===== src/rtl/ysyx_24070016_exu_alu_sched_pkg.sv =====
// Shared constants for the EXU ALU scheduler: ALU op codes, requester ids, operand width.
package ysyx_24070016_exu_alu_sched_pkg;

    localparam int unsigned XLEN = 32;

    localparam logic [3:0] ALUOP_ADD  = 4'b0000;
    localparam logic [3:0] ALUOP_SLL  = 4'b0001;
    localparam logic [3:0] ALUOP_SLT  = 4'b0010;
    localparam logic [3:0] ALUOP_LUI  = 4'b0011;
    localparam logic [3:0] ALUOP_XOR  = 4'b0100;
    localparam logic [3:0] ALUOP_SRL  = 4'b0101;
    localparam logic [3:0] ALUOP_OR   = 4'b0110;
    localparam logic [3:0] ALUOP_AND  = 4'b0111;
    localparam logic [3:0] ALUOP_SUB  = 4'b1000;
    localparam logic [3:0] ALUOP_SLTU = 4'b1010;
    localparam logic [3:0] ALUOP_SRA  = 4'b1101;

    localparam logic REQ_EXU = 1'b0;
    localparam logic REQ_BRU = 1'b1;

    typedef enum logic {
        PREF_EXU = 1'b0,
        PREF_BRU = 1'b1
    } rr_pref_t;

endpackage


===== src/rtl/ysyx_24070016_rr_arb2.sv =====
// Two-way round-robin arbiter; the pointer flips to the other requester after each handshake.
module ysyx_24070016_rr_arb2
    import ysyx_24070016_exu_alu_sched_pkg::*;
(
    input  logic       clock,
    input  logic       reset,
    input  logic [1:0] valid,
    input  logic       advance,
    output logic [1:0] grant
);

    rr_pref_t rr_ptr;
    rr_pref_t rr_ptr_next;

    always_ff @(posedge clock) begin
        if (reset) begin
            rr_ptr <= PREF_EXU;
        end else begin
            rr_ptr <= rr_ptr_next;
        end
    end

    always_comb begin
        grant       = '0;
        rr_ptr_next = rr_ptr;
        if (valid == 2'b11) begin
            grant = (rr_ptr == PREF_EXU) ? 2'b01 : 2'b10;
        end else begin
            grant = valid;
        end
        if (advance && (grant != 2'b00)) begin
            rr_ptr_next = grant[0] ? PREF_BRU : PREF_EXU;
        end
    end

endmodule


===== src/rtl/ysyx_24070016_exu_alu_sched.sv =====
// Time-shares the EXU ALU between the issue path and the branch path with a one-entry result stage.
// Optional handshake/stall counters: define YSYX_24070016_ALU_SCHED_PERF_EN.
module ysyx_24070016_exu_alu_sched
    import ysyx_24070016_exu_alu_sched_pkg::*;
#(
    parameter int unsigned TAG_W = 4,
    parameter int unsigned XLEN  = ysyx_24070016_exu_alu_sched_pkg::XLEN
) (
    input  logic             clock,
    input  logic             reset,
    input  logic [1:0]       req_valid,
    output logic [1:0]       req_ready,
    input  logic [3:0]       req0_op,
    input  logic [XLEN-1:0]  req0_src1,
    input  logic [XLEN-1:0]  req0_src2,
    input  logic [TAG_W-1:0] req0_tag,
    input  logic [3:0]       req1_op,
    input  logic [XLEN-1:0]  req1_src1,
    input  logic [XLEN-1:0]  req1_src2,
    input  logic [TAG_W-1:0] req1_tag,
    output logic [3:0]       sel_aluop,
    output logic [XLEN-1:0]  alu_src1,
    output logic [XLEN-1:0]  alu_src2,
    input  logic [XLEN-1:0]  alu_result,
    input  logic             alu_zero,
    input  logic             alu_less,
    output logic             resp_valid,
    input  logic             resp_ready,
    output logic             resp_id,
    output logic [TAG_W-1:0] resp_tag,
    output logic [XLEN-1:0]  resp_result,
    output logic             resp_zero,
`ifdef YSYX_24070016_ALU_SCHED_PERF_EN
    output logic             resp_less,
    output logic [31:0]      perf_grant0,
    output logic [31:0]      perf_grant1,
    output logic [31:0]      perf_stall
`else
    output logic             resp_less
`endif
);

    logic [1:0]       grant;
    logic             accept_ok;
    logic             fire;
    logic [TAG_W-1:0] grant_tag;

    assign accept_ok = ~resp_valid | resp_ready;
    assign fire      = |(req_valid & req_ready);

    ysyx_24070016_rr_arb2 u_arb (
        .clock   (clock),
        .reset   (reset),
        .valid   (req_valid),
        .advance (fire),
        .grant   (grant)
    );

    // Ready depends only on valid, the pointer and the output stage, never on the payload.
    always_comb begin
        req_ready = '0;
        if (!reset) begin
            req_ready = grant & {2{accept_ok}};
        end
    end

    always_comb begin
        sel_aluop = ALUOP_ADD;
        alu_src1  = '0;
        alu_src2  = '0;
        grant_tag = '0;
        if (grant[0]) begin
            sel_aluop = req0_op;
            alu_src1  = req0_src1;
            alu_src2  = req0_src2;
            grant_tag = req0_tag;
        end else if (grant[1]) begin
            sel_aluop = req1_op;
            alu_src1  = req1_src1;
            alu_src2  = req1_src2;
            grant_tag = req1_tag;
        end
    end

    always_ff @(posedge clock) begin
        if (reset) begin
            resp_valid  <= 1'b0;
            resp_id     <= REQ_EXU;
            resp_tag    <= '0;
            resp_result <= '0;
            resp_zero   <= 1'b0;
            resp_less   <= 1'b0;
        end else if (fire) begin
            resp_valid  <= 1'b1;
            resp_id     <= req_ready[1] ? REQ_BRU : REQ_EXU;
            resp_tag    <= grant_tag;
            resp_result <= alu_result;
            resp_zero   <= alu_zero;
            resp_less   <= alu_less;
        end else if (resp_ready) begin
            resp_valid  <= 1'b0;
        end
    end

`ifdef YSYX_24070016_ALU_SCHED_PERF_EN
    always_ff @(posedge clock) begin
        if (reset) begin
            perf_grant0 <= '0;
            perf_grant1 <= '0;
            perf_stall  <= '0;
        end else begin
            if (req_valid[0] & req_ready[0]) begin
                perf_grant0 <= perf_grant0 + 32'd1;
            end
            if (req_valid[1] & req_ready[1]) begin
                perf_grant1 <= perf_grant1 + 32'd1;
            end
            if ((req_valid != 2'b00) && !fire) begin
                perf_stall <= perf_stall + 32'd1;
            end
        end
    end
`endif

endmodule

===== config.mk =====
export PLATFORM = sky130hd
export DESIGN_NAME = ysyx_24070016_exu_alu_sched
export DESIGN_NICKNAME = d
export VERILOG_FILES = /design/src/rtl/ysyx_24070016_exu_alu_sched_pkg.sv /design/src/rtl/ysyx_24070016_rr_arb2.sv /design/src/rtl/ysyx_24070016_exu_alu_sched.sv
export SDC_FILE = /design/constraint.sdc
export NUM_CORES = 1
export LEC_CHECK = 0
export BUFFER_PORTS_ARGS = -buffer_cell sky130_fd_sc_hd__buf_2
export CORE_AREA = 5 5 112 114
export CTS_CLUSTER_SIZE = 25
export DETAILED_ROUTE_END_ITERATION = 6
export DIE_AREA = 0 0 117 119
export PLACE_DENSITY = 0.56
export SLEW_MARGIN = 25
export SYNTH_ARGS = -nofsm -noshare
export SYNTH_HDL_FRONTEND = slang
export SYNTH_SLANG_ARGS = --single-unit

===== constraint.sdc =====
create_clock -name clock -period 1.61 [get_ports clock]
set_clock_uncertainty 0.2 [all_clocks]
set_input_delay 0.161 -clock clock [delete_from_list [all_inputs] [get_ports clock]]
set_output_delay 0.161 -clock clock [all_outputs]
set_load 0.05 [all_outputs]

-- After elaboration in Yosys (flattened, before gate mapping)
Cells that the tools add are included.
- flip-flop bits (word level): 41
- output and inout bits: 110
- logic and storage cells: 31
- input port bits: 183
- equal/unequal tests: 1
- reductions and logical operators: 4
- bitwise operators: 4
- multiplexer cells: 15
- operators by type and width (operator ; count):
    32-bit two-way mux ; 4
    4-bit two-way mux ; 4
    2-bit two-way mux ; 3
    2-bit bitwise AND ; 2
    1-bit two-way mux ; 4
    2-bit nonzero test ; 2
    2-bit equality test, second input constant ; 1
    2-bit OR reduction ; 1
    1-bit logical AND ; 1
    1-bit inverter ; 1
    1-bit bitwise OR ; 1

-- Depth between registers and ports, before layout
- depth in word-level cells: 7
- mapped depth: 6
- gate-level depth less buffers: 3

-- Hierarchy
A second synthesis with hierarchy kept.
- cell total of the unflattened synthesis: 286
- area, all modules: 2337.2 um^2
- modules (own cells, without submodules) (module ; area an instance (um^2) ; instances ; cells an instance):
    ysyx_24070016_exu_alu_sched ; 2272.2 ; 1 ; 279
    ysyx_24070016_rr_arb2 ; 65.1 ; 1 ; 7

-- Worst setup path before layout
Ideal clock, no wire load.
- kind: register to output
- start point: register resp_valid
- end point: output req_ready[1]
- buffers on the path: 2
- data arrival time: 2.078 ns
- required time: 1.249 ns
- stages on the path, launching flop included: 5
- setup slack: -0.829 ns
- cells stage by stage: dfxtp_1 > nor2b_1 > buf_2 > buf_1 > nor3_1
- longest elaborated chain between the ends: 4
- RTL lines (element ; RTL line ; text):
    start, declared ; ysyx_24070016_exu_alu_sched.sv:27 ; output logic resp_valid,
    start signal, assigned ; ysyx_24070016_exu_alu_sched.sv:87 ; resp_valid <= 1'b0;
    start signal, assigned ; ysyx_24070016_exu_alu_sched.sv:94 ; resp_valid <= 1'b1;
    start signal, assigned ; ysyx_24070016_exu_alu_sched.sv:101 ; resp_valid <= 1'b0;
    1-bit inverter ; ysyx_24070016_exu_alu_sched.sv:48 ; assign accept_ok = ~resp_valid | resp_ready;
    1-bit bitwise OR ; ysyx_24070016_exu_alu_sched.sv:48 ;
    2-bit bitwise AND ; ysyx_24070016_exu_alu_sched.sv:63 ; req_ready = grant & {2{accept_ok}};
    2-bit two-way mux ; ysyx_24070016_exu_alu_sched.sv:62 ; if (!reset) begin
    end, declared ; ysyx_24070016_exu_alu_sched.sv:12 ; output logic [1:0] req_ready,
Every way passes these cells.

-- Worst setup path after layout
- start point: register u_arb.rr_ptr
- end point: output alu_src2[26]
- longest elaborated chain between the ends: 4
- RTL lines (element ; RTL line ; text):
    start, declared ; ysyx_24070016_rr_arb2.sv:12 ; rr_pref_t rr_ptr;
    start signal, assigned ; ysyx_24070016_rr_arb2.sv:19 ; rr_ptr <= rr_ptr_next;
    2-bit two-way mux * ; ysyx_24070016_rr_arb2.sv:27 ; grant = (rr_ptr == PREF_EXU) ? 2'b01 : 2'b10;
    2-bit two-way mux * ; ysyx_24070016_rr_arb2.sv:26 ; if (valid == 2'b11) begin
    32-bit two-way mux ; ysyx_24070016_exu_alu_sched.sv:77 ; end else if (grant[1]) begin
    32-bit two-way mux * ; ysyx_24070016_exu_alu_sched.sv:72 ; if (grant[0]) begin
    end, declared ; ysyx_24070016_exu_alu_sched.sv:23 ; output logic [XLEN-1:0] alu_src2,
Mark *: on every way between the ends. The rest lies on a longest branch, timed or not.

==> impl_metrics.env <==
export IMPL_fmax_ghz=0.509
export IMPL_synth_area_leaders="dfxtp_1 34%, a22o_1 25%, o211ai_1 11%"
export IMPL_via_per_inst=5.09
export IMPL_dr_wl_met3_mm=1.33
export IMPL_dr_wl_met2_mm=8.52
export IMPL_design_core_area_um2=11300
export IMPL_grt_max_degree=35
export IMPL_worst_r2r_setup_slack_ps=-110
export IMPL_path_class="reg2out"
export IMPL_wl_met1_mm=5.99
export IMPL_yosys_area_top_type="dfxtp_1"
export IMPL_top_layer_used="met4"
export IMPL_antenna_found_initial=4
export IMPL_leakage_nw=3.11
export IMPL_r2r_start="u_arb.rr_ptr"
export IMPL_cts_inserted_buffers=5
export IMPL_fp_dieW_um=117
export IMPL_max_slew_margin_rel_pct=56.6
export IMPL_synth_edf_count=0
export IMPL_power_density_nw_per_um2=844
export IMPL_worst_slack_ps=-355
export IMPL_htree_num_levels=2
export IMPL_ys_async_sr_fraction_pct=0
export IMPL_start_kind="flop"
export IMPL_first_iter_violations=229
export IMPL_synth_warnings=0
export IMPL_drc=0
export IMPL_grt_pass1_wl_mm=22.8
export IMPL_initial_core_util_pct=21.4
export IMPL_place_gp_congestion=0.976
export IMPL_yosysSeqAreaShare_pct=33.8
export IMPL_critical_path_arrival_ps=1600
export IMPL_ios=293
export IMPL_crit_required_ps=1250
export IMPL_insertion_delay_ps=280
export IMPL_grtUsageTotal_pct=20.9
export IMPL_status="complete, but fails checks"
export IMPL_ys_top_cells_by_count="68 x a22o_1, 41 x dfxtp_1, 36 x nand2_1"
export IMPL_cts_sinks=41
export IMPL_wirelength_mm=16.2
export IMPL_hold_ws_ps=16.4
export IMPL_ys_types=28
export IMPL_cts_root_buf="clkbuf_16"
export IMPL_first_global_vias=3939
export IMPL_gr_total_overflow=0
export IMPL_r2r_cells=8
export IMPL_drv_cap=0
export IMPL_num_rows=39
export IMPL_crit_path_start="u_arb.rr_ptr"
export IMPL_layout_drive_gt1_share_pct=69.7
export IMPL_setup_violations=72
export IMPL_syn_inst=282
export IMPL_finalCriticalPeriod_ps=1960
export IMPL_port_buffers=292
export IMPL_synthFlopType="dfxtp_1"
export IMPL_path_clk_slew_ps=60
export IMPL_period_share_pct=122
export IMPL_fin_util_pct=53.5
export IMPL_place_hpwl_mm=11.2
export IMPL_synth_most_common_cell="a22o_1"
export IMPL_crit_path_max_fanout=12
export IMPL_finalHoldViolCount=0
export IMPL_min_path_type="in2reg"
export IMPL_synth_nets=465
export IMPL_irDropWorstVdd_v=0.000426
export IMPL_rsz0062_at_grt="yes"
export IMPL_total_power_mw=5.11
export IMPL_synth_top_area_share_pct=33.8
export IMPL_synthToLayoutAreaGrowth_pct=150
export IMPL_via_count=3926
export IMPL_cp_end_kind="primary output"
export IMPL_syn_area_um2=2420
export IMPL_nets=806
export IMPL_violations="setup timing"
export IMPL_cts_buffer_depth=2
export IMPL_reg2reg_to="resp_id"
export IMPL_ant_nets=0
export IMPL_die_area_um2=13900
export IMPL_wire_per_inst_um=21.0
export IMPL_die_h_um=119
export IMPL_final_max_slew_viol_count=0
export IMPL_endpoint="alu_src2[26]"
export IMPL_worst_slew_pin_slew_ps=646
export IMPL_drtPass1Iterations=4
export IMPL_tritoncts="yes"
export IMPL_ys_seq_elements=41
export IMPL_fillers=958
export IMPL_avgSynthCellArea_um2=8.60
state kept, by name, summed over array words and instances, names as in the netlist:
name	cells
resp_result	32
resp_tag	4
resp_id	1
resp_less	1
resp_valid	1
resp_zero	1
u_arb.rr_ptr	1
cells in the final DEF (no fill, tap or decap), types with 2 or more instances in the layout:
master | netlist | final
a211oi_1 | 4 | 3
o211ai_1 | 34 | 34
bufbuf_16 | 0 | 2
diode_2 | 0 | 4
buf_2 | 21 | 222
buf_12 | 0 | 12
buf_16 | 0 | 3
nand2_1 | 36 | 35
nand4_1 | 34 | 34
clkbuf_16 | 0 | 8
buf_6 | 3 | 45
dfxtp_1 | 41 | 39
bufinv_16 | 0 | 2
buf_8 | 0 | 22
a22o_2 | 0 | 27
a22o_4 | 0 | 41
buf_4 | 2 | 33
dlygate4sd3_1 | 0 | 34
a31oi_1 | 4 | 4
a32oi_2 | 0 | 3
dfxtp_2 | 0 | 2
final cells by class:
class / instances / area, µm² / area share [%]
Timing Repair Buffer: 376 / 3000 / 49.5
Multi-Input combinational cell: 198 / 1850 / 30.5
Sequential cell: 41 / 823 / 13.6
Tap cell: 143 / 179 / 2.95
Clock buffer: 5 / 125 / 2.06
Clock inverter: 3 / 68.8 / 1.14
Antenna cell: 4 / 10.0 / 0.165
Inverter: 1 / 3.75 / 0.0619
how the worst min path moves through the flow:
| stage | from | end | slack (ps) | depth (start not counted) |
|---|---|---|---|---|
| after floorplan | alu_less | resp_less | 100 | 2 |
| after global placement | alu_result[23] | resp_result[23] | 180 | 3 |
| after detailed placement | alu_less | resp_less | 190 | 3 |
| after CTS | reset | resp_valid | 20 | 2 |
| after global routing | reset | resp_valid | 40 | 2 |
| final | reset | resp_valid | 20 | 2 |
metal layers:
layer  vias up  GRT usage, %
met5         -             0
met4         0          6.24
met3        30          3.85
met2       198          37.4
met1      1884          25.1
li1       1814             -
worst max-delay path: stages, from the launching register on:
cell      delay [ps]
dfxtp_2          320
nand2b_4         130
and2_4           150
buf_12           150
buf_4            160
a22o_2           260
buf_6            150
timing repair:
| action | 4_1_cts | 5_1_grt |
|---|---|---|
| hold buffers | 34 | 0 |
| setup endpoints to repair | 70 | 76 |
| cloned | 5 | 3 |
| hold endpoints to repair | 34 | 0 |
| gates resized for setup | 153 | 41 |
| pin swaps | 4 | 6 |
| setup buffers | 3 | 7 |
stage by stage:
stage / cells / setup TNS (ps) / setup slack [ps] / instance area (µm²)
after floorplan: 282 / -609 / -90.7 / 2680
after global placement: 708 / -6610 / -125 / 4500
after detailed placement: 708 / -7650 / -154 / 4500
after CTS: 758 / -23090 / -350 / 5730
after global routing: 771 / -26120 / -398 / 6060
final: 771 / -23270 / -355 / 6060
where the power goes:
group / internal [mW] / switching, mW
registers: 1.09 / 0.0412
clock network: 0.894 / 0.430
logic: 1.14 / 1.52
cells by family after synthesis:
logic type	after synthesis	share of synthesized area [%]
flip-flops	41	33.8
AO/OA/AOI/OAI	118	40.0
buffers and inverters	43	9.03
AND/OR/NAND/NOR	80	17.1
No activity file was read; power rests on OpenSTA's default activity.
